### src/rtl/i2s_master_pkg.sv
// Shared constants for the I2S master: word width, frame length and slot map.
// Latency: n/a (constants and types only).
// Backpressure: n/a.
// Contents: word_t and slot_t types, slot positions of left/right MSB and LSB,
//           next_slot() helper for the free-running slot counter.
package i2s_master_pkg;

  localparam int I2S_WORD_W     = 16;
  localparam int I2S_FRAME_BCLK = 32;
  localparam int SLOT_W         = $clog2(I2S_FRAME_BCLK);

  typedef logic [I2S_WORD_W-1:0] word_t;
  typedef logic [SLOT_W-1:0]     slot_t;

  // One-BCLK-delayed I2S: each word starts one slot after LRCLK changes,
  // so the right LSB lands in slot 0 of the following frame.
  localparam slot_t SLOT_L_MSB = slot_t'(1);
  localparam slot_t SLOT_L_LSB = slot_t'(16);
  localparam slot_t SLOT_R_MSB = slot_t'(17);
  localparam slot_t SLOT_R_LSB = slot_t'(0);
  localparam slot_t SLOT_LAST  = slot_t'(I2S_FRAME_BCLK - 1);

  // Slot counter wraps naturally at the frame length (power of two).
  function automatic slot_t next_slot(input slot_t s);
    return s + slot_t'(1);
  endfunction

endpackage

### src/rtl/i2s_master.sv
// Stereo 16-bit I2S master clocked by BCLK: LRCLK generation, TX serializer, RX deserializer.
// Latency: left word out after slot 16 rising edge, right word after slot 0 rising edge (next frame).
// Backpressure: none; free-running link, parallel inputs sampled at load slots, outputs held until next word.
// Ports:
//   i2s_bclk, reset            bit clock (only clock) and synchronous active-high reset
//   i2s_lrclk, i2s_sdout       word select (0 = left) and serial data to codec, change on falling edges
//   i2s_sdin                   serial data from codec, sampled on rising edges
//   left/right_data_in         parallel words to transmit
//   left/right_data_out        last complete words received
module i2s_master
  import i2s_master_pkg::*;
(
  input  logic                  i2s_bclk,
  input  logic                  reset,
  output logic                  i2s_lrclk,
  output logic                  i2s_sdout,
  input  logic                  i2s_sdin,
  output logic [I2S_WORD_W-1:0] left_data_out,
  output logic [I2S_WORD_W-1:0] right_data_out,
  input  logic [I2S_WORD_W-1:0] left_data_in,
  input  logic [I2S_WORD_W-1:0] right_data_in
);

  slot_t cnt;
  slot_t cnt_nxt;

  // TX holds only the bits not yet driven; the MSB goes straight to SDOUT
  // at the load edge, so 15 bits of storage suffice.
  logic [I2S_WORD_W-2:0] tx_rem;

  // RX keeps the previous 15 bits; together with the live SDIN bit they
  // form the complete word at the capture edge.
  logic [I2S_WORD_W-2:0] rx_sr;
  word_t                 rx_word;

  // Blocks the right-word capture at the first slot 0 after reset, which
  // would otherwise latch a word whose first half was never received.
  logic rx_armed;

  assign cnt_nxt = next_slot(cnt);
  assign rx_word = {rx_sr, i2s_sdin};

  // Falling edge: slot counter, LRCLK and transmit path.
  always_ff @(negedge i2s_bclk) begin
    if (reset) begin
      cnt       <= SLOT_LAST;
      i2s_lrclk <= 1'b1;
      i2s_sdout <= 1'b0;
      tx_rem    <= '0;
    end else begin
      cnt       <= cnt_nxt;
      // LRCLK tracks the slot being entered, so it flips on the same edge
      // as the counter moves into slot 0 or 16.
      i2s_lrclk <= cnt_nxt[SLOT_W-1];
      if (cnt_nxt == SLOT_L_MSB) begin
        {i2s_sdout, tx_rem} <= left_data_in;
      end else if (cnt_nxt == SLOT_R_MSB) begin
        {i2s_sdout, tx_rem} <= right_data_in;
      end else begin
        i2s_sdout <= tx_rem[I2S_WORD_W-2];
        tx_rem    <= {tx_rem[I2S_WORD_W-3:0], 1'b0};
      end
    end
  end

  // Rising edge: mid-bit sampling of SDIN and word capture. cnt is stable
  // here because it only changes on falling edges.
  always_ff @(posedge i2s_bclk) begin
    if (reset) begin
      rx_sr          <= '0;
      rx_armed       <= 1'b0;
      left_data_out  <= '0;
      right_data_out <= '0;
    end else begin
      rx_sr <= rx_word[I2S_WORD_W-2:0];
      if (cnt == SLOT_L_LSB) begin
        left_data_out <= rx_word;
      end
      if (cnt == SLOT_R_MSB) begin
        rx_armed <= 1'b1;
      end
      if ((cnt == SLOT_R_LSB) && rx_armed) begin
        right_data_out <= rx_word;
      end
    end
  end

endmodule

### config.mk
export PLATFORM = sky130hd
export DESIGN_NAME = i2s_master
export DESIGN_NICKNAME = d
export VERILOG_FILES = /design/src/rtl/i2s_master_pkg.sv /design/src/rtl/i2s_master.sv
export SDC_FILE = /design/constraint.sdc
export NUM_CORES = 1
export LEC_CHECK = 0
export CAP_MARGIN = 15
export CORE_ASPECT_RATIO = 1.4
export CORE_MARGIN = 4
export CORE_UTILIZATION = 48
export DETAILED_ROUTE_END_ITERATION = 7
export GPL_ROUTABILITY_DRIVEN = 0
export HOLD_SLACK_MARGIN = 0.08
export MAX_ROUTING_LAYER = met4
export PLACE_DENSITY = 0.79
export SYNTH_ARGS = -nofsm -noshare
export SYNTH_HDL_FRONTEND = slang
export SYNTH_SLANG_ARGS = --single-unit
### constraint.sdc
create_clock -name i2s_bclk -period 2.41 [get_ports i2s_bclk]
set_input_delay 0.482 -clock i2s_bclk [delete_from_list [all_inputs] [get_ports i2s_bclk]]
set_output_delay 0.482 -clock i2s_bclk [all_outputs]
set_load 0.01 [all_outputs]
==> summary.md <==
| Metric | Value |
|---|---|
| Outcome | `finished, violations left` |
| Failing checks | `negative setup slack` |
| Final hold violation count | `0` |
| Gr ovfl total | `0` |
| R2R Setup Slk | `-120 ps` |
| Setup crit end kind | `register` |
| Power density over the cells | `approximately 690 nW/um^2` |
| Worst r2r src | `cnt[0]` |
| Antenna-violating nets left | `0` |
| Design Area, Final | `approximately 4000 um^2` |
| Max-Cap Viols | `0` |
| Initial DRT Pass Iterations | `2` |
| Total GRT Usage | `0.188` |
| Iter 0 DRT Violations | `50` |
| Seq/Total Area, Yosys | `0.522` |
| Clk_skew | `approximately 50 ps` |
| Chip Height | `~96 um` |
| Netlist Area Pre-Place | `roughly 2600 um^2` |
| Worst Path Required | `2620 ps` |
| Setup Crit Path Kind | `reg2reg` |
| Port Buf Inserts | `between 60 and 70` |
| Vias in the first global route | `around 2,200` |
| ANT cells | `0` |
| CTS buffer count | `9` |
| Largest family of logic cells by synthesized area | `simple AND/OR/NAND/NOR gates` |
| H-tree levels | `3` |
| IO Count | `69` |
| Final worst slack | `-115 ps` |
| Slew headroom | `0.752` |
| Post-layout util | `0.750` |
| DRT Wirelength | `slightly above 6000 um` |
| Clk Latency, worst-skew pair | `around 380 ps` |
| Hold Crit Class | `reg2reg` |
| Worst Setup Start Kind | `register` |
| Via count | `2,145` |
| CTS Buffer Depth | `2` |
| Filler instances | `between 300 and 400` |
| Synth cell types | `27` |
| CTS tree | `built` |
| Synth Area in XOR/XNOR | `0.0170` |
| Die area | `approximately 6800 um^2` |
| Slowest stage cell, crit path | `dfxtp_4` |
| Most common cell after layout, fill and taps aside | `clkdlybuf4s50_1` |
| Synth Area in Compound Gates | `0.111` |
| #FFs+latches synth | `69` |
| Critical path's top delay family | `flip-flops` |
| P&R area growth vs syn | `49.4%` |
| Setup violations, final | `18` |
| CP arrival | `~2700 ps` |
| Initial antenna violation count | `0` |
| Placement Cell Area | `3530 um^2` |
| Mean Syn Cell Area | `around 10 um^2` |
| Area share of fa/ha/maj cells after synthesis | `0.0189` |
| Multi-input gate area | `1270 um^2` |
| Non-filler instance count after layout | `~430` |
| Vias per cell | `4.98` |
| Mux contribution to synthesized area | `0.121` |
| Share of cells above drive strength 1 | `0.225` |
| DP Cell Count | `between 300 and 400` |
| Syn_nets | `roughly 300` |
| CP peak stage delay | `350 ps` |
| Core box area | `~5300 um^2` |
| Post-DP HPWL | `between 4000 and 5000 um` |
| Routed wire length per instance | `between 10 and 15 um` |
| Max VDD drop | `~500 uV` |
| Worst reg2reg path depth | `6` |
| Critical-path cell list | `inv_4 -> ha_4 -> nand4b_1 -> buf_12 -> mux2i_2 -> nor2_1` |
| Min-delay src | `left_data_out[6]` |
| Synthesized instance count | `between 200 and 300` |
| Root Driver | `clkbuf_8` |
| Leak | `~1.7 nW` |
| DRC viols | `0` |
| Post-Synth Simple-Gate Area | `0.171` |
| First-pass GRT wire length | `~9700 um` |
| Commonest cells after routing, fill and taps aside | `clkdlybuf4s50_1, dfxtp_1, nor2_1, mux2i_1, nand2_1` |
| Reg area | `approximately 1400 um^2` |
| Clk slew on worst S/H paths | `70 ps` |
| WP buf/inv | `2` |
| Yosys warning total | `0` |
| Overall Power | `around 2.7 mW` |
| Hold Crit Depth | `2` |
| Die width | `70.8 um` |
| Initial core utilization | `0.502` |
| Max Slew Vio Count | `0` |
| FF-to-FF End | `right_data_out[8]` |
| Clock Sinks | `between 60 and 70` |
| Nets@finish | `roughly 400` |
| Crit Path Max Fanout | `16` |
| Worst slew pin tran | `between 300 and 400 ps` |
| RSZ-0062 raised after global routing | `true` |
| Largest net degree at the start of global routing | `38` |
| Hold EP | `left_data_out[6]` |
| Place WS | `-220 ps` |
| Core Rows | `31` |
-- synthesized netlist by cell type (all sizes together) --
| cell | instances | area, um^2 |
|---|---|---|
| and3 | 2 | 12.5 |
| inv | 3 | 11.3 |
| nand3 | 3 | 20.0 |
| ha | 4 | 50.1 |
| nor3b | 1 | 12.5 |
| xnor2 | 1 | 8.76 |
| dfxtp | 69 | 1380 |
| nand4b | 1 | 8.76 |
| clkbuf | 11 | 41.3 |
| nor4b | 1 | 23.8 |
| mux2i | 32 | 320 |
| or2 | 1 | 6.26 |
| a31oi | 1 | 6.26 |
| xor2 | 2 | 36.3 |
| nor2 | 33 | 124 |
| o2111ai | 1 | 15.0 |
| nor2b | 15 | 93.8 |
| buf | 7 | 50.1 |
| nand2 | 32 | 120 |
| a221oi | 15 | 188 |
| nand2b | 5 | 31.3 |
| a21oi | 17 | 85.1 |
-- flip-flops by register name (all words and copies together) (netlist names) --
signal / count
tx_rem: 15
right_data_out: 16
i2s_lrclk: 1
left_data_out: 16
rx_armed: 1
cnt: 4
rx_sr: 15
i2s_sdout: 1
-- tightest hold or removal path: stages, from the launching register on --
cell and delay [ps]:
dfxtp_1 310, nand2_1 50, a21oi_1 50
-- cell families after synthesis --
logic type,count (synthesis)
AO/OA/AOI/OAI,34
XOR/XNOR,3
flip-flops,69
adder cells (fa/ha/maj),4
buffers and inverters,21
AND/OR/NAND/NOR,94
multiplexers,32
-- repair_timing --
action	4_1_cts	5_1_grt
hold buffers	0	0
resized for setup	9	25
setup buffers	0	2
endpoints found under the hold margin	0	0
pin swaps	0	18
cloned	0	1
setup endpoints to repair	18	34
-- power breakdown --
part	switching [mW]	internal, mW	total, mW
sequential	0.0189	1.17	1.19
combinational	0.207	0.224	0.431
clock	0.502	0.621	1.12
-- area by class of cell --
cell class / instances / area share
flip-flops and latches: 69 / 0.352
clock inverters: 28 / 0.0427
multi-input cells: 167 / 0.322
clock buffers: 9 / 0.0313
repair buffers: 90 / 0.229
inverters: 2 / 0.00253
well taps: 66 / 0.0209
-- metal layers --
layer  wire [um]  track usage
met5           0            -
met4          73       0.0815
met3         365       0.0679
met2        3100        0.317
met1        2540        0.199
-- how the worst max path moves through the flow --
stage | startpoint | cells past startpoint | end
6_report | cnt[0] | 6 | right_data_out[8]
3_3_place_gp | left_data_in[9] | 3 | tx_rem[9]
3_5_place_dp | left_data_in[4] | 3 | tx_rem[4]
4_1_cts | cnt[0] | 6 | right_data_out[8]
5_1_grt | cnt[0] | 6 | right_data_out[6]
2_1_floorplan | cnt[0] | 7 | right_data_out[10]
-- through the flow --
stage	setup TNS, ps	hold WS, ps
after floorplan	-639	431
after global placement	-2730	441
after detailed placement	-3430	448
after CTS	-1250	457
after global routing	-3250	489
final	-1140	459
No activity file was read; power rests on OpenSTA's default activity.
==> RTL edit, RTL diff (same flow settings) <==
`I2S_WORD_W`: 16 -> 24.
--- a/src/rtl/i2s_master_pkg.sv
+++ b/src/rtl/i2s_master_pkg.sv
@@ -5,7 +5,7 @@
 //           next_slot() helper for the free-running slot counter.
 package i2s_master_pkg;
 
-  localparam int I2S_WORD_W     = 16;
+  localparam int I2S_WORD_W     = 24;
   localparam int I2S_FRAME_BCLK = 32;
   localparam int SLOT_W         = $clog2(I2S_FRAME_BCLK);
 
Interface: changed (resized left_data_in, left_data_out, right_data_in and right_data_out); port bits go from 69 to 101. No check against the original RTL was run, so the function may have changed too.
==> RTL edit against the original RTL <==
  * The run still ends with setup timing left
  * Largest cell class unchanged
  * Die area is 41% higher
  * Final cell count up 42%
  * Power increased by 27%
  * Critical path type unchanged
  * Area after synthesis grew 46%
  * Via count up 42%
  * Worst setup slack got worse by 29 ps
  * Hold slack is essentially flat
  * Sequential cell count rose by 32
  * Cell area up 38%
  * Wire length is 42% higher
  * Synthesized cell count increased by 44%
==> RTL edit: results (changes against the original RTL) <==
[status]
violations = setup timing  ; unchanged
status = finished with violations  ; unchanged

[synthesis]
ys_top_cells_by_count = 101 x dfxtp_1, 49 x nor2_1, 48 x mux2i_1, 48 x nand2_1, 25 x a21oi_1  ; was 69 x dfxtp_1, 33 x nor2_1, 32 x mux2i_1, 32 x nand2_1, 17 x a21oi_1
synthXorXnorAreaFrac = 0.0116  ; was 0.0170
ys_async_sr_fraction = 0  ; unchanged
synth_cell_types = 29  ; was 27
synthAdderAreaFrac = 0.0129  ; was 0.0189
synth_compound_area_frac = 0.121  ; was 0.111
ys_seq_area_frac = 0.523  ; was 0.522
ys_top_cells_by_area = dfxtp_1 52%, mux2i_1 12%, a221oi_2 7.4%  ; was dfxtp_1 52%, mux2i_1 12%, a221oi_2 5.1%

[place]
portBuffers = 100  ; was 68
dp_hpwl_um = 5810  ; was 4190 um
place_ws_ps = -221  ; was -220 ps

[final_layout]
reg_top3 = left_data_out (24), right_data_out (24)  ; was left_data_out (16), right_data_out (16)
layout-drive-gt1-share = 0.164  ; was 0.225
nNetsFinal = 564  ; was 399

[power]
power_leakage_nw = 2.24  ; was 1.71 nW
ir_worst_vdd_mv = 0.518  ; was 0.491 mV

[global_routing]
track_usage = 0.192  ; was 0.188
grt_pass1_wl_um = 14500  ; was 9690 um
grt_start_max_net_pins = 39  ; was 38

[timing]
setup_ws_ps = -145  ; was -115 ps
tightest_slew_ps = 383  ; was 372 ps
setup_viol = 51  ; was 18
fin_tns_setup_ps = -4090  ; was -1140 ps

[critical_path]
worstPathMaxFanout = 9  ; was 16
cp_top_family = buffers and inverters  ; was flip-flops

[clock_network]
clkTransAtPathRegs_ps = 90  ; was 70 ps

[detailed_routing]
firstDrtPassIters = 4  ; was 2
drtIter0Drc = 97  ; was 50

## RTL edit: cell types whose count changed in the layout (fill, tap and decap cells not counted), sizes merged, moves of 8 or more
cell,change
nor2b,+8
a21oi,+8
nand2,+16
dfxtp,+32
a221oi,+8
nor2,+16
mux2i,+16
clkdlybuf4s50,+32
inv,+10
## RTL edit: final cells by class
cell class,instances,area (sq um),area share
sequential,101,2030,0.372
multi-input combinational,239,1710,0.312
clock buffer,9,124,0.0227
inverter,2,10.0,0.00183
tap,100,125,0.0229
timing repair buffer,127,1310,0.239
clock inverter,35,156,0.0287
## RTL edit: timing repair
item,in CTS,in global routing
pin swaps,8,3
setup buffers,4,1
endpoints found under the setup margin,50,50
gates resized for setup,17,5
endpoints found under the hold margin,0,0
cloned,2,0
## RTL edit: report_power, final
part	total [W]	internal, W	switching, W
Clock	0.00115	0.000444	0.000704
Combinational	0.000606	0.000321	0.000285
Sequential	0.00173	0.00171	0.0000208
Total	0.00348	0.00247	0.00101
## RTL edit: worst min-delay path, cell delays in order, from the launching register on
cell and delay (ps):
dfxtp_1 320, nand2_1 50, a21oi_1 50
## RTL edit: worst paths after layout
kind                                                  endpoint  slack (ps)  depth (start not counted)
worst max-delay path            right_data_out[9]$_SDFFE_PP0P_        -140                          7
worst min-delay path            left_data_out[12]$_SDFFE_PP0N_         460                          2
worst max register to register  right_data_out[9]$_SDFFE_PP0P_        -140                          7
worst min register to register  left_data_out[12]$_SDFFE_PP0N_         460                          2
## RTL edit: cell families after synthesis
logic type,count (synthesis)
AOI/OAI and AO/OA,50
and+or+nand+nor,134
xor gates and xnor gates,3
adders and majority gates,4
DFF,101
muxes,48
buffers and inverters,31
## RTL edit: per-layer routing
layer | GRT usage | share of wire
met4 | 0.0612 | 0.013
met5 | - | 0
met1 | 0.222 | 0.44
met2 | 0.317 | 0.49
met3 | 0.0641 | 0.058
## RTL edit: stage by stage
step	hold slack (ps)	instance area, sq um
2_1_floorplan	431	3940
3_3_place_gp	442	5050
3_5_place_dp	450	5050
4_1_cts	460	5430
5_1_grt	478	5460
6_report	459	5460
